## config.mk

```make
export PLATFORM = sky130hd
export DESIGN_NAME = rand_dispatch
export DESIGN_NICKNAME = d
export VERILOG_FILES = /design/src/rtl/rand_dispatch_pkg.sv /design/src/rtl/rand_dispatch_lfsr12_step.sv /design/src/rtl/rand_dispatch.sv
export SDC_FILE = /design/constraint.sdc
export NUM_CORES = 1
export LEC_CHECK = 0
export BUFFER_PORTS_ARGS = -buffer_cell sky130_fd_sc_hd__buf_2
export CORE_AREA = 2 2 123 77
export CTS_BUF_LIST = sky130_fd_sc_hd__clkbuf_8
export CTS_CLUSTER_SIZE = 28
export DETAILED_ROUTE_END_ITERATION = 10
export DIE_AREA = 0 0 125 79
export PLACE_DENSITY = 0.75
export SYNTH_ARGS = -nofsm -noshare
export SYNTH_HDL_FRONTEND = slang
export SYNTH_HIERARCHICAL = 1
export SYNTH_SLANG_ARGS = --single-unit
```

## constraint.sdc

```tcl
create_clock -name clk -period 5.63 [get_ports clk]
set_clock_uncertainty 0.15 [all_clocks]
set_input_delay 0.2815 -clock clk [delete_from_list [all_inputs] [get_ports clk]]
set_output_delay 0.2815 -clock clk [all_outputs]
set_load 0.005 [all_outputs]
```

## src/rtl/rand_dispatch_pkg.sv

```systemverilog
// Shared definitions for the random dispatcher: FSM state codes, LFSR geometry
// and the mask-smear helper used for bounded draws.
package rand_dispatch_pkg;

  localparam int LFSR_W = 12;
  localparam int TAP_A  = 6;
  localparam int TAP_B  = 4;
  localparam int TAP_C  = 1;
  localparam int TAP_D  = 0;

  typedef enum logic [1:0] {
    ST_IDLE  = 2'd0,
    ST_DRAW  = 2'd1,
    ST_CHECK = 2'd2,
    ST_DONE  = 2'd3
  } state_e;

  // Sets every bit below the highest set bit, giving the smallest all-ones mask covering x.
  function automatic logic [LFSR_W-1:0] smear_mask(input logic [LFSR_W-1:0] x);
    logic [LFSR_W-1:0] m;
    m = x;
    m = m | (m >> 1);
    m = m | (m >> 2);
    m = m | (m >> 4);
    m = m | (m >> 8);
    return m;
  endfunction

endpackage

```

## src/rtl/rand_dispatch_lfsr12_step.sv

```systemverilog
// Combinational next-state of the 12-bit LFSR, with the all-zero and all-ones
// states rerouted so the register can never lock up.
module lfsr12_step
  import rand_dispatch_pkg::*;
(
  input  logic [LFSR_W-1:0] s_i,
  output logic [LFSR_W-1:0] next_o
);

  logic [LFSR_W-1:0] t;

  assign t      = {s_i[TAP_A] ^ s_i[TAP_B] ^ s_i[TAP_C] ^ s_i[TAP_D], s_i[LFSR_W-1:1]};
  assign next_o = (s_i == '0) ? '1 : ((t == '1) ? '0 : t);

endmodule

```

## src/rtl/rand_dispatch.sv

```systemverilog
// Round-robin dispatcher sharing one LFSR among N_REQ requesters; each grant
// yields one value in [0,limit) by mask-and-reject with a bounded retry count.
module rand_dispatch
  import rand_dispatch_pkg::*;
#(
  parameter int N_REQ      = 4,
  parameter int DRAW_STEPS = 4,
  parameter int MAX_RETRY  = 3,
  parameter bit FREE_RUN   = 1'b1
) (
  input  logic                  clk,
  input  logic                  rst,
  input  logic [LFSR_W-1:0]     seed,
  input  logic                  reseed,
  input  logic [N_REQ-1:0]      req,
  input  logic [12*N_REQ-1:0]   limit,
  output logic [N_REQ-1:0]      ack,
  output logic [LFSR_W-1:0]     rand_out,
  output logic [2:0]            rand_id,
  output logic                  busy
);

  localparam logic [3:0] STEP_LAST = 4'(DRAW_STEPS - 1);
  localparam logic [3:0] RETRY_MAX = 4'(MAX_RETRY);

  state_e              state_q;
  logic [LFSR_W-1:0]   lfsr_q;
  logic [LFSR_W-1:0]   lfsr_d;
  logic [2:0]          rr_ptr_q;
  logic [2:0]          rr_ptr_d;
  logic [2:0]          idx_q;
  logic [LFSR_W-1:0]   lim_q;
  logic [3:0]          step_q;
  logic [3:0]          retry_q;
  logic [N_REQ-1:0]    ack_q;
  logic [LFSR_W-1:0]   rand_out_q;
  logic [2:0]          rand_id_q;
  logic                busy_q;

  logic [N_REQ-1:0]    rot;
  logic [3:0]          pos;
  logic                grant_valid;
  logic [2:0]          grant_idx;
  logic [LFSR_W-1:0]   grant_lim;
  logic [N_REQ-1:0]    idx_onehot;
  logic                req_held;
  logic [LFSR_W-1:0]   mask;
  logic [LFSR_W-1:0]   cand;
  logic [LFSR_W-1:0]   result;
  logic                reject;

  lfsr12_step u_step (
    .s_i    (lfsr_q),
    .next_o (lfsr_d)
  );

  // Rotate requests so bit 0 is rr_ptr; scanning downward leaves the nearest one granted.
  always_comb begin
    rot         = N_REQ'({req, req} >> rr_ptr_q);
    pos         = '0;
    grant_valid = 1'b0;
    grant_idx   = '0;
    for (int k = N_REQ - 1; k >= 0; k--) begin
      if (rot[k]) begin
        grant_valid = 1'b1;
        pos         = {1'b0, rr_ptr_q} + 4'(k);
        grant_idx   = (pos >= 4'(N_REQ)) ? 3'(pos - 4'(N_REQ)) : 3'(pos);
      end
    end
  end

  assign grant_lim  = 12'(limit >> (12 * grant_idx));
  assign idx_onehot = {{(N_REQ-1){1'b0}}, 1'b1} << idx_q;
  assign req_held   = |(req & idx_onehot);
  assign rr_ptr_d   = (idx_q == 3'(N_REQ - 1)) ? 3'd0 : idx_q + 3'd1;

  // A rejected candidate minus lim is always below lim because mask < 2*lim.
  always_comb begin
    mask   = smear_mask(lim_q - 12'd1);
    cand   = lfsr_q & mask;
    result = cand;
    reject = 1'b0;
    if (lim_q == '0) begin
      result = lfsr_q;
    end else if (cand >= lim_q) begin
      reject = 1'b1;
      result = cand - lim_q;
    end
  end

  always_ff @(posedge clk) begin
    if (rst) begin
      state_q    <= ST_IDLE;
      lfsr_q     <= seed;
      rr_ptr_q   <= '0;
      idx_q      <= '0;
      lim_q      <= '0;
      step_q     <= '0;
      retry_q    <= '0;
      ack_q      <= '0;
      rand_out_q <= '0;
      rand_id_q  <= '0;
      busy_q     <= 1'b0;
    end else if (reseed) begin
      state_q <= ST_IDLE;
      lfsr_q  <= seed;
      step_q  <= '0;
      retry_q <= '0;
      ack_q   <= '0;
      busy_q  <= 1'b0;
    end else begin
      ack_q <= '0;
      case (state_q)
        ST_IDLE: begin
          if (FREE_RUN) lfsr_q <= lfsr_d;
          if (grant_valid) begin
            idx_q   <= grant_idx;
            lim_q   <= grant_lim;
            step_q  <= '0;
            retry_q <= '0;
            state_q <= ST_DRAW;
            busy_q  <= 1'b1;
          end
        end
        ST_DRAW: begin
          lfsr_q <= lfsr_d;
          if (step_q == STEP_LAST) state_q <= ST_CHECK;
          else                     step_q  <= step_q + 4'd1;
        end
        ST_CHECK: begin
          if (reject && (retry_q < RETRY_MAX)) begin
            retry_q <= retry_q + 4'd1;
            step_q  <= '0;
            state_q <= ST_DRAW;
          end else begin
            state_q <= ST_DONE;
            if (req_held) begin
              ack_q      <= idx_onehot;
              rand_out_q <= result;
              rand_id_q  <= idx_q;
            end
          end
        end
        ST_DONE: begin
          rr_ptr_q <= rr_ptr_d;
          state_q  <= ST_IDLE;
          busy_q   <= 1'b0;
        end
        default: begin
          state_q <= ST_IDLE;
          busy_q  <= 1'b0;
        end
      endcase
    end
  end

  assign ack      = ack_q;
  assign rand_out = rand_out_q;
  assign rand_id  = rand_id_q;
  assign busy     = busy_q;

endmodule

```

==> impl_metrics.json <==
{
  "path_delay_family": "compound AO/OA/AOI/OAI gates",
  "setup_viol": 0,
  "drt_wl_total_um": 13200,
  "finalMaxSlewViolations": 0,
  "syn_inst": 514,
  "clk_latency_ns": 0.35,
  "crit_type": "register to register",
  "drtAntennaViolNets": 0,
  "max_stage_delay_ns": 0.49,
  "tightest_slew_ns": 1.120,
  "grt_pass1_wl_um": 21160,
  "pre_cts_ws_ns": 0.2460,
  "crit_fanout": 13,
  "crit_path_end_kind": "register",
  "async_reset_ff_share_pct": 0,
  "placement_rows": 27,
  "maxCapViolations": 0,
  "port_buffers": 86,
  "slew_headroom_pct": 23.76,
  "power_density_nw_per_um2": 298.3,
  "cts-root-buf": "clkbuf_8",
  "grtUsageTotal_pct": 27.00,
  "final-hold-violation-count": 0,
  "die-area_sq_um": 9875,
  "h-tree-depth": 3,
  "crit_buf_inv": 2,
  "coreArea_sq_um": 8851,
  "syn_to_final_growth_pct": 16.46,
  "ys_seq_elements": 60,
  "slowest_stage": "dfxtp_1",
  "pin_count": 87,
  "period_share_pct": 92.52,
  "worst_slack_ns": 0.4212,
  "max_freq_ghz": 0.1920,
  "syn_area_sq_um": 4441,
  "grt.overflow.total": 0,
  "start_kind": "register",
  "hp-class": "input pin to register",
  "cts_buffer_depth": 2,
  "cts_buffers": 9,
  "avgRoutedWirePerCell_um": 18.44,
  "clkTransAtPathRegs_ns": 0.07,
  "drive_gt1_share_pct": 23.67,
  "start_util_pct": 50.17,
  "status": "finished clean",
  "synth_edf_count": 12,
  "fill_cells": 856,
  "ctsHoldBuffers": 0,
  "leakagePower_nw": 2.213,
  "required_ns": 5.71,
  "clock_sinks": 60,
  "arrival_ns": 5.29,
  "synthDistinctLibCells": 71,
  "vias_per_cell": 6.232,
  "grt_pass1_vias": 4167,
  "peakVddDrop_mv": 0.1776,
  "avgSynthCellArea_sq_um": 8.639,
  "diodes": 0,
  "synthesis.nets": 603,
  "cts_tree": "done",
  "fin_crit_ns": 5.209,
  "drtPass1Iterations": 5,
  "synth_ff_type": "dfxtp_1",
  "setup_tns_ns": 0,
  "die_x_um": 125,
  "route.vias.total": 4462,
  "grt_max_degree": 44,
  "fp.dieH_um": 79,
  "routabilityCongestion": 0.9981,
  "rsz0062_at_grt": "false",
  "antenna_found_initial": 0,
  "crit_chain": "inv_1, ha_1, nor3b_1, buf_4, a32oi_1, nor2_1, o211a_1, nor3b_2, nand2_1, nand2_1, ha_1, fa_1, nand2b_1, a211oi_1, nor3b_1, o21ai_2, nand3_1, a21boi_4, nor2_2, a311oi_1",
  "hpwl_um": 10290,
  "drtIter0Drc": 339,
  "nets": 684,
  "ys_seq_area_share_pct": 29.75,
  "route.detailed.drc": 0,
  "yosys_warnings": 6
}
[final timing paths]
check                end        from  cells past startpoint  slack [ns]
max reg2reg  rand_out[4]    lim_q[1]                     20        0.42
max          rand_out[4]    lim_q[1]                     20        0.42
min reg2reg   retry_q[2]  retry_q[2]                      2        0.30
min            lfsr_q[5]     seed[5]                      2        0.08
[per-stage QoR]
stage | utilization [%] | std cells | power, mW | area, sq um | hold WS (ns)
floorplan | - | 514 | 0.9652 | 4441 | 0.2719
global placement | 56.15 | 700 | 1.136 | 4970 | 0.2839
detailed placement | 56.15 | 700 | 1.147 | 4970 | 0.2911
CTS | 58.27 | 716 | 1.526 | 5157 | 0.06726
global route | 58.43 | 716 | 1.631 | 5171 | 0.06244
finish | 58.43 | 716 | 1.542 | 5171 | 0.08264
[cells in the final DEF (no fill, tap or decap), types with 15 or more instances in the layout]
| master | instances |
|---|---|
| a21o_1 | 19 |
| a21oi_1 | 36 |
| buf_2 | 86 |
| dfxtp_1 | 48 |
| ha_1 | 21 |
| inv_1 | 30 |
| mux2i_1 | 30 |
| nand2_1 | 29 |
| nor2_1 | 35 |
| o21ai_0 | 15 |
[sequential cells by signal, summed over array words and instances, names as in the netlist]
name      count
lfsr_q       12
state_q       2
idx_q         3
busy          1
step_q        4
rand_id       3
rand_out     12
lim_q        12
ack           4
retry_q       4
rr_ptr_q      3
[Yosys cell counts, types with 4 or more instances]
cell type	instances	area share (%)
a211oi_1	9	1.5
a21boi_0	5	0.85
a21o_1	19	3.2
a21oi_1	37	4.2
a22oi_1	8	1.4
a311oi_1	8	1.6
a31oi_1	7	0.99
a32oi_1	4	0.79
buf_2	7	0.79
clkbuf_1	12	1.0
dfxtp_1	48	22
edfxtp_1	12	8.1
ha_1	21	5.9
inv_1	26	2.2
mux2_2	14	3.6
mux2i_1	30	6.8
nand2_1	29	2.5
nand2b_1	8	1.1
nand3_1	14	1.6
nand3b_1	6	1.0
nand4_1	4	0.56
nor2_1	36	3.0
nor2b_1	10	1.4
nor3_1	7	0.79
nor3b_1	10	1.7
nor4_1	6	0.85
nor4b_1	5	0.99
o21a_1	5	0.85
o21ai_0	15	1.7
o221ai_1	12	2.4
o31ai_1	4	0.68
or2_2	6	0.85
or3_1	12	1.7
xnor2_1	10	2.0
[cell type report]
class,count,area (sq um),share of cell area [%]
clock buffers,10,137.6,2.662
repair buffers,93,483.0,9.339
inverters,26,97.59,1.887
flip-flops and latches,60,1321,25.55
multi-input cells,405,2937,56.79
well taps,116,145.1,2.807
clock inverters,6,50.05,0.9678
[report_power, final]
part	leakage [nW]	internal [mW]	switching [mW]
Clock	0.111	0.209	0.170
Combinational	1.59	0.280	0.392
Sequential	0.517	0.458	0.0328
Total	2.21	0.948	0.594
[kinds of logic after synthesis]
family / synth area share [%]
multiplexers: 10.62
AO/OA/AOI/OAI: 25.11
buffers and inverters: 4.762
XOR/XNOR: 2.170
flip-flops: 29.75
adder cells (fa/ha/maj): 6.368
AND/OR/NAND/NOR: 21.22
[what timing repair did]
item                                    in CTS  in global routing
gates resized for setup                      0                  4
hold endpoints to repair                     0                  0
setup buffers                                0                  0
endpoints found under the setup margin       0                 22
[per-layer routing]
metal	GRT usage [%]	vias to the layer above	share of wire, %
met4	7.778	0	1.3
met5	0	-	0
li1	-	2102	-
met2	38.04	207	41
met3	7.884	19	9.0
met1	39.67	2134	49
Note: power is estimated with default switching activity, not from simulation.
